==> src/rtl/riio_gpo_bank_ctrl.sv <==
// Configuration sequencer and VBIAS gating for a bank of EG1D80V output pads.
// Each channel reconfigures in a break-before-make sequence: BREAK, then LOAD, then MAKE.

module riio_gpo_lane (
  input  logic       clk,
  input  logic       rst,
  input  logic       sel,
  input  logic       brk,
  input  logic       ld,
  input  logic       mk,
  input  logic       bias_rdy,
  input  logic       data,
  input  logic [1:0] new_mode,
  input  logic [1:0] new_ds,
  input  logic       new_sr,
  output logic       dout,
  output logic [1:0] ds,
  output logic       sr,
  output logic       oe,
  output logic       odp,
  output logic       odn,
  output logic       act
);
  logic [1:0] mode_q;
  logic [1:0] ds_q;
  logic       sr_q;

  always_ff @(posedge clk) begin
    if (rst) begin
      dout   <= 1'b0;
      oe     <= 1'b0;
      mode_q <= 2'b00;
      ds_q   <= 2'b00;
      sr_q   <= 1'b0;
    end else begin
      dout <= data;
      if (sel && brk) oe <= 1'b0;
      if (sel && ld) begin
        mode_q <= new_mode;
        ds_q   <= new_ds;
        sr_q   <= new_sr;
      end
      // OE comes back only after the new mode/ds/sr have reached the pad.
      if (sel && mk) oe <= (mode_q != 2'b00);
    end
  end

  assign odp = (mode_q == 2'b11);
  assign odn = (mode_q == 2'b10);
  assign sr  = sr_q;
  assign ds  = bias_rdy ? ds_q : 2'b00;
  assign act = (mode_q != 2'b00) && (ds_q != 2'b00);
endmodule

module riio_gpo_bank_ctrl #(
  parameter int NCH        = 8,
  parameter int SETTLE_CYC = 64,
  parameter int CHW        = (NCH > 1) ? $clog2(NCH) : 1
) (
  input  logic             CLK_I,
  input  logic             RST_I,
  input  logic             CFG_VALID_I,
  output logic             CFG_READY_O,
  input  logic [CHW-1:0]   CFG_CH_I,
  input  logic [1:0]       CFG_MODE_I,
  input  logic [1:0]       CFG_DS_I,
  input  logic             CFG_SR_I,
  input  logic [NCH-1:0]   DATA_I,
  output logic [NCH-1:0]   DO_O,
  output logic [2*NCH-1:0] DS_O,
  output logic [NCH-1:0]   SR_O,
  output logic [NCH-1:0]   OE_O,
  output logic [NCH-1:0]   ODP_O,
  output logic [NCH-1:0]   ODN_O,
  output logic             BIAS_EN_O,
  output logic             BIAS_RDY_O
);
  localparam int             CW    = $clog2(SETTLE_CYC);
  localparam logic [CHW:0]   NCH_W = (CHW+1)'(NCH);
  localparam logic [CW-1:0]  CNT_LAST = CW'(SETTLE_CYC - 1);

  typedef enum logic [1:0] {C_IDLE, C_BREAK, C_LOAD, C_MAKE} cfg_st_t;
  typedef enum logic [1:0] {B_OFF, B_SETTLE, B_ON} bias_st_t;

  typedef struct packed {
    logic [CHW-1:0] ch;
    logic           hit;
    logic [1:0]     mode;
    logic [1:0]     ds;
    logic           sr;
  } cfg_req_t;

  cfg_st_t        cst;
  cfg_req_t       req;
  bias_st_t       bst;
  logic [CW-1:0]  cnt;
  logic [NCH-1:0] act;
  logic           need_bias;

  assign CFG_READY_O = (cst == C_IDLE) && !RST_I;

  // Out-of-range requests still walk the full sequence; hit=0 keeps every lane untouched.
  always_ff @(posedge CLK_I) begin
    if (RST_I) begin
      cst <= C_IDLE;
      req <= '0;
    end else begin
      case (cst)
        C_IDLE: if (CFG_VALID_I) begin
          req.ch   <= CFG_CH_I;
          req.hit  <= ({1'b0, CFG_CH_I} < NCH_W);
          req.mode <= CFG_MODE_I;
          req.ds   <= CFG_DS_I;
          req.sr   <= CFG_SR_I;
          cst      <= C_BREAK;
        end
        C_BREAK: cst <= C_LOAD;
        C_LOAD:  cst <= C_MAKE;
        default: cst <= C_IDLE;
      endcase
    end
  end

  for (genvar i = 0; i < NCH; i++) begin : g_lane
    riio_gpo_lane u_lane (
      .clk      (CLK_I),
      .rst      (RST_I),
      .sel      (req.hit && (req.ch == CHW'(i))),
      .brk      (cst == C_BREAK),
      .ld       (cst == C_LOAD),
      .mk       (cst == C_MAKE),
      .bias_rdy (BIAS_RDY_O),
      .data     (DATA_I[i]),
      .new_mode (req.mode),
      .new_ds   (req.ds),
      .new_sr   (req.sr),
      .dout     (DO_O[i]),
      .ds       (DS_O[2*i +: 2]),
      .sr       (SR_O[i]),
      .oe       (OE_O[i]),
      .odp      (ODP_O[i]),
      .odn      (ODN_O[i]),
      .act      (act[i])
    );
  end

  assign need_bias = |act;

  // Any loss of demand restarts the settle from zero; there is no warm restart.
  always_ff @(posedge CLK_I) begin
    if (RST_I) begin
      bst        <= B_OFF;
      cnt        <= '0;
      BIAS_EN_O  <= 1'b0;
      BIAS_RDY_O <= 1'b0;
    end else begin
      case (bst)
        B_OFF: begin
          cnt <= '0;
          if (need_bias) begin
            bst       <= B_SETTLE;
            BIAS_EN_O <= 1'b1;
          end
        end
        B_SETTLE: begin
          if (!need_bias) begin
            bst       <= B_OFF;
            cnt       <= '0;
            BIAS_EN_O <= 1'b0;
          end else if (cnt == CNT_LAST) begin
            bst        <= B_ON;
            BIAS_RDY_O <= 1'b1;
          end else begin
            cnt <= cnt + 1'b1;
          end
        end
        default: begin
          if (!need_bias) begin
            bst        <= B_OFF;
            BIAS_EN_O  <= 1'b0;
            BIAS_RDY_O <= 1'b0;
          end
        end
      endcase
    end
  end
endmodule

==> config.mk <==
export PLATFORM = sky130hd
export DESIGN_NAME = riio_gpo_bank_ctrl
export DESIGN_NICKNAME = d
export VERILOG_FILES = /design/src/rtl/riio_gpo_bank_ctrl.sv
export SDC_FILE = /design/constraint.sdc
export NUM_CORES = 1
export LEC_CHECK = 0
export CAP_MARGIN = 0
export CORE_MARGIN = 2
export CORE_UTILIZATION = 31
export CTS_BUF_LIST = sky130_fd_sc_hd__clkbuf_4 sky130_fd_sc_hd__clkbuf_8 sky130_fd_sc_hd__clkbuf_16
export DETAILED_ROUTE_END_ITERATION = 7
export DONT_BUFFER_PORTS = 1
export GPL_TIMING_DRIVEN = 0
export SYNTH_ARGS = -nofsm -noshare
export SYNTH_HDL_FRONTEND = slang
export SYNTH_HIERARCHICAL = 1
export SYNTH_SLANG_ARGS = --single-unit
==> constraint.sdc <==
create_clock -name CLK_I -period 2 [get_ports CLK_I]
set_input_delay 0.2 -clock CLK_I [delete_from_list [all_inputs] [get_ports CLK_I]]
set_output_delay 0.2 -clock CLK_I [all_outputs]
set_load 0.05 [all_outputs]
Word level (Yosys, flattened, before mapping):

Cells that the tools add are included.

* output and inout port bits: 59
* register bits: 77
* word-level logic and storage cells: 205
* bits of input ports: 19

* add/sub/neg operators: 1
* reduce and logical (&&, ||, !) cells: 76
* muxes and demuxes: 40
* equal/unequal tests: 37
* bitwise gates (word level): 1

Operators by type and width (count)
* nonzero test 2 bit: 25
* logical AND 1 bit: 41
* == test 2 bit, second input constant: 18
* 2-to-1 mux 2 bit: 13
* 2-to-1 mux 1 bit: 21
* == test 3 bit, second input constant: 4
* 2-to-1 mux 6 bit: 2
* one-hot mux 6 bit (2 select lines): 1
* inequality test 2 bit, second input constant: 4
* OR reduction 8 bit: 1
* adder 6 x 1 -> 6 bit, second input constant: 1
* == test 3 x 2 -> 1 bit, second input constant: 2
* == test 6 bit, second input constant: 1
* inequality test 3 bit, second input constant: 2
* one-hot mux 2 bit (3 select lines): 1
* AND reduction 2 bit: 3
* == test 2 x 1 -> 1 bit, second input constant: 2
* zero test 2 bit: 2
* inequality test 2 x 1 -> 1 bit, second input constant: 2
* one-hot mux 2 bit (2 select lines): 1
* AND reduction 4 bit: 1
* == test 3 x 1 -> 1 bit, second input constant: 1
* zero test 3 bit: 1
* inequality test 3 x 1 -> 1 bit, second input constant: 1
* 4 further kinds: 4

Logic depth before layout (Yosys ltp):

* depth in word-level cells: 5
* depth in mapped cells: 8
* mapped depth without buffers: 8

By module:

The synthesis kept the hierarchy.

By module, submodules not included
* riio_gpo_lane: sequential area each 140.1 um2, cells each 34, instances 8, area an instance 330.3 um2
* riio_gpo_bank_ctrl: sequential area each 420.4 um2, cells each 132, instances 1, area an instance 1129.8 um2

Worst setup path after synthesis:

OpenSTA, ideal clock, no wires.

* kind: reg2out
* from: reg cst[0]
* to: out CFG_READY_O
* buffers on the path: 1
* arrival: 1633 ps
* stages on the path, launching flop included: 5
* path slack: 167 ps
* path through: dfxtp_1 > inv_1 > ha_1 > clkbuf_1 > nor2b_1

* cells in the longest elaborated chain, start to end: 2

RTL lines
* start, declared: line 93 `cfg_st_t cst;`
* start signal, assigned: line 105 `cst <= C_IDLE;`
* start signal, assigned: line 115 `cst <= C_BREAK;`
* start signal, assigned: line 117 `C_BREAK: cst <= C_LOAD;`
* zero test 2 bit: line 100 `assign CFG_READY_O = (cst == C_IDLE) && !RST_I;`
* logical AND 1 bit: line 100
* end, declared: line 63 `output logic CFG_READY_O,`

Every way passes these cells.

Final worst setup path:

* from: reg g_lane[4].u_lane.mode_q[1]
* to: reg bst[0]

* cells in the longest elaborated chain, start to end: 5
* elaborated cells between the ends (all ways): 9
* classes of those cells: eq/ne: 3; mux: 2; reduce/logical: 4

RTL lines
* start, declared: line 24 `logic [1:0] mode_q;`
* start signal, assigned: line 39 `mode_q <= new_mode;`
* nonzero test 2 bit (*): line 52 `assign act = (mode_q != 2'b00) && (ds_q != 2'b00);`
* logical AND 1 bit (*): line 52
* via act[4]: line 97 `logic [NCH-1:0] act;`
* OR reduction 8 bit (*): line 147 `assign need_bias = |act;`
* inequality test 3 x 1 -> 1 bit (no line), or another cell as far along
* AND reduction 3 bit (no line) or one-hot mux 2 bit (2 select lines) (tied branches)
* end signal, assigned: line 152 `bst <= B_OFF;`
* end signal, assigned: line 161 `bst <= B_SETTLE;`
* end signal, assigned: line 167 `bst <= B_OFF;`
* end, declared: line 95 `bias_st_t bst;`

The timed path passes the listed nets; every way through them passes the cells marked *.
A chain may end at the register's enable or synchronous reset.

==> reports/qor.yml <==
sta:
  period_share_pct: 95.13
  max-slew-margin-rel_pct: 37.53
  post-route-min-period_ps: 1903
  max_freq_mhz: 525.6
  tightest_slew_ps: 935.2
  rsz0062_at_grt: "false"
  fin_ws_ps: 97.48
  slew_violations: 0
  clock_skew_ps: 8.075
  finalSetupTns_ps: 0
  setup_viol: 0
  hold_ws_ps: 8.275
  hold_viol: 0
floorplan:
  io_pins: 78
  dieHeight_um: 114.3
  die_x_um: 114.3
  rows: 40
  core_um2: 11960
  dieArea_um2: 13070
  start_util_pct: 31.54
clocking:
  cts_root_buffer: "clkbuf_16"
  cts_tree: "yes"
  cts_made_buffers: 9
  clockBufferDepth: 2
  clock_latency_ps: 330
  path_clk_slew_ps: 60
  cts.sinks: 77
  h-tree-depth: 3
layout:
  final_cell_count_no_fill: 574
  multi_input_area_um2: 2033
  n_fill_cell: 1175
  ff_latch_area_um2: 1543
  mostFrequentLayoutCell: "dfxtp_1"
  drive_above_1_share_pct: 15.69
  final_area_um2: 4359
  mostFrequentLayoutCells: "dfxtp_1 (76), a21oi_1 (52), nand3_1 (51), nor2b_1 (27)"
  fin_util_pct: 36.44
  antenna_cells: 0
  nets: 451
  syn2layout_area_growth_pct: 15.56
critical_path:
  crit_path_end: "bst[0]"
  cp-start-kind: "register"
  worst-path-max-fanout: 5
  rrSetupSlack_ps: 100
  crit_path_end_kind: "register"
  critPathLaunch: "g_lane[4].u_lane/mode_q[1]"
  cp.required_ps: 2230
  crit_type: "register to register"
  rr_endpoint: "bst[0]"
  reg2reg_depth: 8
  rr_startpoint: "g_lane[4].u_lane/mode_q[1]"
  arrival_ps: 2130
synth:
  seq_area_frac_synth_pct: 40.86
  synthXorXnorAreaFrac_pct: 0.2322
  async_flop_share_pct: 0
  yosys_warnings: 6
  ys_ff_latch: 77
  syn-mean-instance-area_um2: 9.338
  syn-cell-area_um2: 3772
  synthMuxAreaShare_pct: 0.7960
  synth_edf_count: 0
  synth_compound_area_share_pct: 27.69
  synth_simple_gate_area_share_pct: 21.79
  synth_top_flop_cell: "dfxtp_1"
  ys_types: 42
  synthAdderAreaFrac_pct: 2.653
  synthCells: 404
  synth_top_family_by_area: "compound AO/OA/AOI/OAI gates"
  synth_nets: 431
status:
  status: "completed"
drt:
  routed_wl_um: 10200
  drt_iter0_markers: 167
  drc: 0
  vias: 3050
  first_pass_iters: 4
  ant_nets: 0
  via_per_inst: 5.314
  wire_per_inst_um: 17.77
pwr:
  power.internal_mw: 2.701
  vdd_ir_drop_max_mv: 0.3686
  leakagePower_nw: 1.703
  comb_power_share_pct: 13.9
  p_switching_mw: 1.067
  clock_power_share_pct: 40.5
  power_mw: 3.767
  pwr-share-seq_pct: 45.7
  swShare_pct: 28.31
  power.density_nw_per_um2: 864.2
grt:
  use_met3_pct: 4.341
  grt_first_pass_wirelength_um: 15310
  antenna_found_initial: 0
  grt_util_met1_pct: 19.75
  grt.overflow.total: 0
  grt_max_degree: 57
  grt-busiest-layer: "met2"
  grt_pass1_vias: 2822
  grt_usage_pct: 15.49
  grt_util_met2_pct: 24.72
placed_design:
  io_buffers: 0
  place_area_um2: 3956
  dp_hpwl_um: 6554
  dp.cells: 551
  gp_congestion: 0.8405
  dp_slack_ps: -127.1
run:
  cap_violations: 0
min_path:
  min_from: "CFG_MODE_I[0]"
  hold_class: "primary input to register"
[cell families (layout without fill, tap and decap cells)]
kind of cell | after synthesis | in the layout
flip-flops | 77 | 77
multiplexers | 3 | 3
adder cells (fa/ha/maj) | 8 | 8
XOR/XNOR | 1 | 1
buffers and inverters | 26 | 49
AND/OR/NAND/NOR | 149 | 149
AO/OA/AOI/OAI | 140 | 140
[worst min-delay path by stage]
stage                                             to  slack [ps]  cells past startpoint
after floorplan             g_lane[0].u_lane/ds_q[0]         270                      1
after global placement    g_lane[6].u_lane/mode_q[1]         280                      1
after detailed placement  g_lane[6].u_lane/mode_q[0]         280                      1
after CTS                      g_lane[3].u_lane/dout           2                      1
after global routing                          req[3]          10                      2
final                                         req[3]           8                      2
[power groups by stage]
stage	registers (mW)	clock network [mW]	logic [mW]
after floorplan	1.72	0	0.375
after global placement	1.75	0	0.464
after detailed placement	1.76	0	0.478
after CTS	1.72	1.56	0.519
after global routing	1.73	1.63	0.572
final	1.72	1.52	0.522
[layer usage]
layer,vias to the layer above,share of wire (%)
li1,1503,-
met1,1465,45
met2,72,47
met3,10,6.8
met4,0,1.4
met5,-,0
[repair_timing]
item | CTS | global route
setup endpoints to repair | 19 | 2
buffers inserted | 2 | 2
gates resized for setup | 6 | 1
endpoints found under the hold margin | 56 | 0
hold buffers | 5 | 0
pin swaps | 2 | 2
[worst max-delay path, stage by stage, from the launching register on]
cell and delay (ps):
dfxtp_1 340, o22a_1 240, nor4_4 370, nand2_2 120
ha_1 210, o21a_1 110, nor2_2 130, nor2b_1 70
a31o_2 200
[flip-flops by register name, summed over array words and instances (netlist names), 2 cells and up]
name,count
bst,2
g_lane.u_lane/oe,8
g_lane.u_lane/dout,8
g_lane.u_lane/sr,8
req,9
cst,2
g_lane.u_lane/mode_q,16
cnt,6
g_lane.u_lane/ds_q,16
[Yosys cell counts (2+ instances only)]
| cell type | number | area, um^2 |
|---|---|---|
| a21bo_1 | 24 | 240.2 |
| a31oi_1 | 2 | 12.51 |
| o22a_1 | 8 | 70.07 |
| nor3_1 | 3 | 15.01 |
| a21oi_1 | 52 | 260.3 |
| and2_1 | 24 | 150.1 |
| inv_1 | 4 | 15.01 |
| o2bb2ai_1 | 8 | 70.07 |
| o21ai_0 | 10 | 50.05 |
| nor3b_1 | 2 | 15.01 |
| a22o_2 | 2 | 20.02 |
| buf_2 | 2 | 10.01 |
| dfxtp_1 | 77 | 1541 |
| ha_1 | 8 | 100.1 |
| mux2i_1 | 3 | 30.03 |
| nand2b_1 | 5 | 31.28 |
| and3_1 | 3 | 18.77 |
| nand2_1 | 12 | 45.04 |
| o211ai_1 | 8 | 60.06 |
| clkbuf_1 | 3 | 11.26 |
| nor4_2 | 2 | 25.02 |
| nand3_1 | 51 | 255.2 |
| nor2_1 | 15 | 56.30 |
| a21bo_2 | 16 | 160.2 |
| buf_6 | 16 | 180.2 |
| nor2b_1 | 28 | 175.2 |
[final cells by class]
class,count,share of cell area (%)
flip-flops and latches,77,35.39
repair buffers,9,2.239
inverters,5,0.5454
plain buffers,21,4.650
clock inverters,1,0.1722
multi-input cells,301,46.64
clock buffers,13,6.142
well taps,147,4.219
Note: power is estimated with default switching activity, not from simulation.
